==> src/rtl/loader_pkg.sv <==
// Shared definitions for the UART program loader.
// Contents:
//   loader_state_t - frame parser states
//   LOADER_HEADER  - byte that opens a frame
//   LOADER_HI_MASK - bits of a hi byte that must be zero
package loader_pkg;

    typedef enum logic [2:0] {
        StIdle,
        StGetCount,
        StGetHi,
        StGetLo,
        StGetSum,
        StDone,
        StError
    } loader_state_t;

    localparam logic [7:0] LOADER_HEADER  = 8'hA5;
    localparam logic [7:0] LOADER_HI_MASK = 8'hF0;

endpackage

==> src/rtl/uart_program_loader.sv <==
// UART program loader: parses framed bytes from the UART receiver into 12-bit program
// words, writes them to main memory and keeps the core in reset until a complete image
// with a matching checksum has been loaded.
// Frame: A5, N, N x {hi, lo}, checksum (8-bit sum of N and all hi/lo bytes).
// Ports:
//   clk, reset    - system clock, synchronous active-high reset
//   i_rx_valid    - one-cycle strobe, i_rx_byte holds a received byte
//   i_rx_byte     - received byte
//   o_mem_addr    - memory write address (BASE_ADDR + word index, 12-bit wrap)
//   o_mem_we      - one-cycle memory write strobe
//   o_mem_data    - word to write
//   o_core_hold   - 1 while the core must stay in reset
//   o_done        - image loaded and verified
//   o_error       - last load failed
//   o_word_count  - words written in the current/last load
module uart_program_loader
    import loader_pkg::*;
#(
    parameter int unsigned BASE_ADDR      = 0,
    parameter int unsigned MAX_WORDS      = 255,
    parameter int unsigned TIMEOUT_CYCLES = 2000000
) (
    input  logic        clk,
    input  logic        reset,
    input  logic        i_rx_valid,
    input  logic [7:0]  i_rx_byte,
    output logic [11:0] o_mem_addr,
    output logic        o_mem_we,
    output logic [11:0] o_mem_data,
    output logic        o_core_hold,
    output logic        o_done,
    output logic        o_error,
    output logic [7:0]  o_word_count
);

    localparam int unsigned       TimerW    = $clog2(TIMEOUT_CYCLES + 1);
    // Value held by the timer on the last cycle a byte may still arrive.
    localparam logic [TimerW-1:0] TimerLast = TimerW'(TIMEOUT_CYCLES - 1);
    localparam logic [11:0]       BaseAddr  = 12'(BASE_ADDR);

    loader_state_t     state_q, state_d;
    logic [7:0]        count_q, count_d;
    logic [3:0]        hi_q, hi_d;
    logic [7:0]        checksum_q, checksum_d;
    logic [TimerW-1:0] timer_q, timer_d;
    logic [7:0]        word_count_q, word_count_d;
    logic [11:0]       mem_addr_q, mem_addr_d;
    logic [11:0]       mem_data_q, mem_data_d;
    logic              mem_we_q, mem_we_d;

    logic              in_frame;
    logic              is_header;
    logic [7:0]        sum_next;

    assign in_frame  = (state_q == StGetCount) || (state_q == StGetHi) ||
                       (state_q == StGetLo) || (state_q == StGetSum);
    assign is_header = (i_rx_byte == LOADER_HEADER);
    assign sum_next  = checksum_q + i_rx_byte;

    always_comb begin
        state_d      = state_q;
        count_d      = count_q;
        hi_d         = hi_q;
        checksum_d   = checksum_q;
        timer_d      = '0;
        word_count_d = word_count_q;
        mem_addr_d   = mem_addr_q;
        mem_data_d   = mem_data_q;
        mem_we_d     = 1'b0;

        unique case (state_q)
            StIdle, StDone, StError: begin
                if (i_rx_valid && is_header) begin
                    state_d      = StGetCount;
                    checksum_d   = '0;
                    word_count_d = '0;
                end
            end
            StGetCount: begin
                if (i_rx_valid) begin
                    if ((i_rx_byte == 8'd0) || (32'(i_rx_byte) > MAX_WORDS)) begin
                        state_d = StError;
                    end else begin
                        count_d    = i_rx_byte;
                        checksum_d = sum_next;
                        state_d    = StGetHi;
                    end
                end
            end
            StGetHi: begin
                if (i_rx_valid) begin
                    if ((i_rx_byte & LOADER_HI_MASK) != 8'd0) begin
                        state_d = StError;
                    end else begin
                        hi_d       = i_rx_byte[3:0];
                        checksum_d = sum_next;
                        state_d    = StGetLo;
                    end
                end
            end
            StGetLo: begin
                if (i_rx_valid) begin
                    checksum_d   = sum_next;
                    mem_we_d     = 1'b1;
                    mem_addr_d   = BaseAddr + {4'b0000, word_count_q};
                    mem_data_d   = {hi_q, i_rx_byte};
                    word_count_d = word_count_q + 8'd1;
                    state_d      = ((word_count_q + 8'd1) == count_q) ? StGetSum : StGetHi;
                end
            end
            StGetSum: begin
                if (i_rx_valid) begin
                    state_d = (i_rx_byte == checksum_q) ? StDone : StError;
                end
            end
            default: state_d = StIdle;
        endcase

        // Inter-byte timeout; a byte arriving on the expiry cycle takes precedence.
        if (in_frame && !i_rx_valid) begin
            if (timer_q == TimerLast) begin
                state_d = StError;
            end else begin
                timer_d = timer_q + 1'b1;
            end
        end
    end

    always_ff @(posedge clk) begin
        if (reset) begin
            state_q      <= StIdle;
            count_q      <= '0;
            hi_q         <= '0;
            checksum_q   <= '0;
            timer_q      <= '0;
            word_count_q <= '0;
            mem_addr_q   <= '0;
            mem_data_q   <= '0;
            mem_we_q     <= 1'b0;
        end else begin
            state_q      <= state_d;
            count_q      <= count_d;
            hi_q         <= hi_d;
            checksum_q   <= checksum_d;
            timer_q      <= timer_d;
            word_count_q <= word_count_d;
            mem_addr_q   <= mem_addr_d;
            mem_data_q   <= mem_data_d;
            mem_we_q     <= mem_we_d;
        end
    end

    assign o_mem_addr   = mem_addr_q;
    assign o_mem_we     = mem_we_q;
    assign o_mem_data   = mem_data_q;
    assign o_word_count = word_count_q;
    // Only a verified image releases the core.
    assign o_done       = (state_q == StDone);
    assign o_core_hold  = (state_q != StDone);
    assign o_error      = (state_q == StError);

endmodule
==> config.mk <==
export PLATFORM = sky130hd
export DESIGN_NAME = uart_program_loader
export DESIGN_NICKNAME = d
export VERILOG_FILES = /design/src/rtl/loader_pkg.sv /design/src/rtl/uart_program_loader.sv
export SDC_FILE = /design/constraint.sdc
export NUM_CORES = 1
export LEC_CHECK = 0
export BUFFER_PORTS_ARGS = -buffer_cell sky130_fd_sc_hd__buf_2
export CORE_MARGIN = 2
export CORE_UTILIZATION = 45
export CTS_CLUSTER_DIAMETER = 150
export DETAILED_ROUTE_END_ITERATION = 10
export PLACE_DENSITY_LB_ADDON = 0.12
export SLEW_MARGIN = 10
export SYNTH_ARGS = -nofsm -noshare
export SYNTH_HDL_FRONTEND = slang
export SYNTH_SLANG_ARGS = --single-unit
==> constraint.sdc <==
create_clock -name clk -period 2.1 [get_ports clk]
set_input_delay 0.315 -clock clk [delete_from_list [all_inputs] [get_ports clk]]
set_output_delay 0.315 -clock clk [all_outputs]
set_load 0.01 [all_outputs]
==> metrics.md <==
| Metric | Value |
|---|---|
| DR iter-0 viols | 265 |
| Initial Utilization | 0.4671 |
| Final antenna-violating net count | 0 |
| Via count | 3179 |
| Crit start category | register |
| Flops & latches, synth | 73 |
| Worst hold margin | 269.8 ps |
| CTS buffer count | 9 |
| Cell variety after synth | 52 |
| Fin nets | 518 |
| Synthesized cell area | 3628 um2 |
| Final core occ | 0.5380 |
| Cell Int Power | 1.838 mW |
| Worst Hold Class | input pin to register |
| Crit Reg-Reg Endpoint | checksum_q[7]$_SDFFE_PP0P_ |
| Crit path max fanout | 16 |
| Combinational power share | 0.037 |
| First-pass GRT wire length | 14.32 mm |
| Later-pin clock latency in the skew report | 350 ps |
| Design Area, Final | 4179 um2 |
| Hold Vio Cnt, Final | 0 |
| # diodes | 0 |
| WP data arrival | 2200 ps |
| Worst-Margin Slew | 521.4 ps |
| RSZ-0062 raised after global routing | false |
| Switching part of the total | 0.2352 |
| Grt ovf | 0 |
| Drt via density | 5.263 |
| Met1 usage in global routing | 0.2865 |
| Synth-to-Final Area Change | 15.17% |
| Pwr Total | 2.403 mW |
| Relative slew slack | 0.6492 |
| Max Clock Skew | 2.981 ps |
| Share of cells above drive strength 1 | 0.1693 |
| Final min period | 1929 ps |
| Final number of setup-violating endpoints | 0 |
| Power Dens Cells | 575.1 nW/um2 |
| Max-slew violation count | 0 |
| Initial antenna violation count | 0 |
| Post-synth EDFFs | 0 |
| Met2 Resource Use GR | 0.3149 |
| Leakage power | 1.636 nW |
| Max_cap viols | 0 |
| Fin crit share | 0.9187 |
| Worst Setup SP | state_q[0]$_SDFF_PP0_ |
| Fmax | 518.3 MHz |
| Flop pwr share | 0.576 |
| RePlAce Congestion | 0.8786 |
| PortBufs | 42 |
| R2R Path Start | state_q[0]$_SDFF_PP0_ |
| Switching power | 0.5653 mW |
| Synth warnings | 0 |
| Setup CP Type | register to register |
| Max IR drop VDD | 0.0003375 V |
| Placed Cells | 588 |
| Critical path destination | checksum_q[7]$_SDFFE_PP0P_ |
| Most Used Layer, Global Route | met2 |
| DP Area | 4013 um2 |
| CTS H-Tree Depth | 3 |
| Worst Hold Path Cells | 3 |
| Status | finished clean |
| TritonCTS clock tree | done |
| Clock power frac | 0.387 |
| WL/cell | 13.89 um |
| Setup slack, reg-to-reg | 170 ps |
| CTS clk-pin slew, worst paths | 70 ps |
| Clock Sinks | 73 |
| Routed WL | 8.387 mm |
| Ports | 47 |
| M3 GR Usage | 0.04334 |
| Die height | 93.80 um |
| Register area share after synthesis | 0.4028 |
| Most common flop cell mapped by yosys | dfxtp_1 |
| Syn Inst Count | 446 |
| Reg2reg path depth | 6 |
| CTS Hold Buffers Added | 0 |
| Die width | 93.80 um |
| Worst EP required | 2370 ps |
| Die Area | 8798 um2 |
| Asr flop ratio synth | 0 |
| Gr usage total | 0.2059 |
| Largest net degree at the start of global routing | 28 |
| Worst-case clock buffer depth | 2 |
| DR pass1 iterations | 5 |
| Endpoint class of the critical path | register |
| Clk Tree Root Cell | clkbuf_8 |
| Num rows | 32 |
| Non-Filler Instances | 604 |
| Core Region | 7767 um2 |
| Mean Syn Cell Area | 8.136 um2 |
| DRC viols | 0 |
| Detailed Place HPWL | 6.057 mm |
| Vias in the first global route | 2977 |
[cells in the mapped netlist (4+ instances only)]
library cell   n  share of area
dfxtp_1       73           0.40
nand2_1       63          0.065
nor2_1        55          0.057
a21oi_1       39          0.054
xnor2_1       22          0.053
nand3_1       20          0.028
xor2_1        17          0.041
clkbuf_1      16          0.017
inv_1         12          0.012
mux2i_1       11          0.030
o21ai_0       11          0.015
nor3_1        10          0.014
ha_1           9          0.031
and3_1         8          0.014
nand4_1        7          0.012
nor4_1         5         0.0086
and2_1         4         0.0069
buf_2          4         0.0055
buf_4          4         0.0083
nand3b_1       4         0.0083
nor2b_1        4         0.0069
or3_1          4         0.0069
[worst min-delay path by stage]
stage                               start                    endpoint  slack [ps]
3_3_place_gp   o_mem_addr[1]$_SDFFE_PP0P_  o_mem_addr[1]$_SDFFE_PP0P_         440
6_report                     i_rx_byte[4]  o_mem_data[4]$_SDFFE_PP0P_         270
3_5_place_dp   o_mem_data[7]$_SDFFE_PP0P_  o_mem_data[7]$_SDFFE_PP0P_         440
2_1_floorplan                       reset         o_mem_we$_SDFF_PP0_         400
5_1_grt                      i_rx_byte[4]  o_mem_data[4]$_SDFFE_PP0P_         280
4_1_cts                      i_rx_byte[4]  o_mem_data[4]$_SDFFE_PP0P_         260
[worst max-delay path: stages (launching register included)]
cell      delay (ps)
dfxtp_1          650
nand2_1          140
o2111a_2         320
a311oi_2         340
buf_4            230
nand3_1           80
o211ai_1          90
[cell usage in the layout (no fill, tap or decap), types with 8 or more instances in the layout]
cell      instances
nand2_1          63
o21ai_0          11
mux2i_1          11
buf_4            22
xor2_1           17
and3_1            8
nor2_1           54
xnor2_1          22
inv_1            12
clkbuf_8          9
nor3_1           10
nand3_1          20
a21oi_1          39
dfxtp_1          73
buf_2            42
ha_1              9
[logic make-up after synthesis]
group                    Yosys count  synth area share
AND/OR/NAND/NOR                  200            0.2645
AO/OA/AOI/OAI                     72            0.1197
adder cells (fa/ha/maj)           11           0.03931
other                              1          0.001033
buffers and inverters             39           0.04827
XOR/XNOR                          39           0.09414
multiplexers                      11           0.03035
flip-flops                        73            0.4028
[per-stage QoR]
stage	worst slack [ps]	TNS [ps]
after global placement	81.85	0
after global routing	38.58	0
after floorplan	209.2	0
final	170.7	0
after detailed placement	-0.6044	-0.6044
after CTS	164.6	0
[flip-flops by register name (all words and copies together) (netlist names)]
register and cells:
state_q 3, count_q 8, o_mem_addr 8, o_mem_data 12, timer_q 21, o_mem_we 1, checksum_q 8, hi_q 4
o_word_count 8
[cell type report]
class / count / area [um2]
inverters: 12 / 45.04
clock buffers: 13 / 138.9
flip-flops and latches: 73 / 1461
clock inverters: 3 / 17.52
repair buffers: 64 / 375.4
fillers: 819 / 3588
well taps: 102 / 127.6
multi-input cells: 337 / 2013
[power groups by stage]
stage               Clock [mW]  Combinational (mW)  Sequential [mW]
CTS                      0.961              0.0888             1.38
global route              1.03              0.0982             1.38
floorplan                    0              0.0524             1.42
finish                   0.930              0.0894             1.38
detailed placement           0              0.0890             1.42
global placement             0              0.0884             1.42
[what timing repair did]
action	4_1_cts	5_1_grt
resized for setup	0	2
setup endpoints to repair	0	2
setup buffers	0	0
[routing by layer]
metal | wire length, um | vias up
met5 | 0 | -
met4 | 158 | 0
met3 | 347 | 17
met2 | 3655 | 78
met1 | 4226 | 1459
li1 | - | 1625
Note: power is estimated with default switching activity, not from simulation.
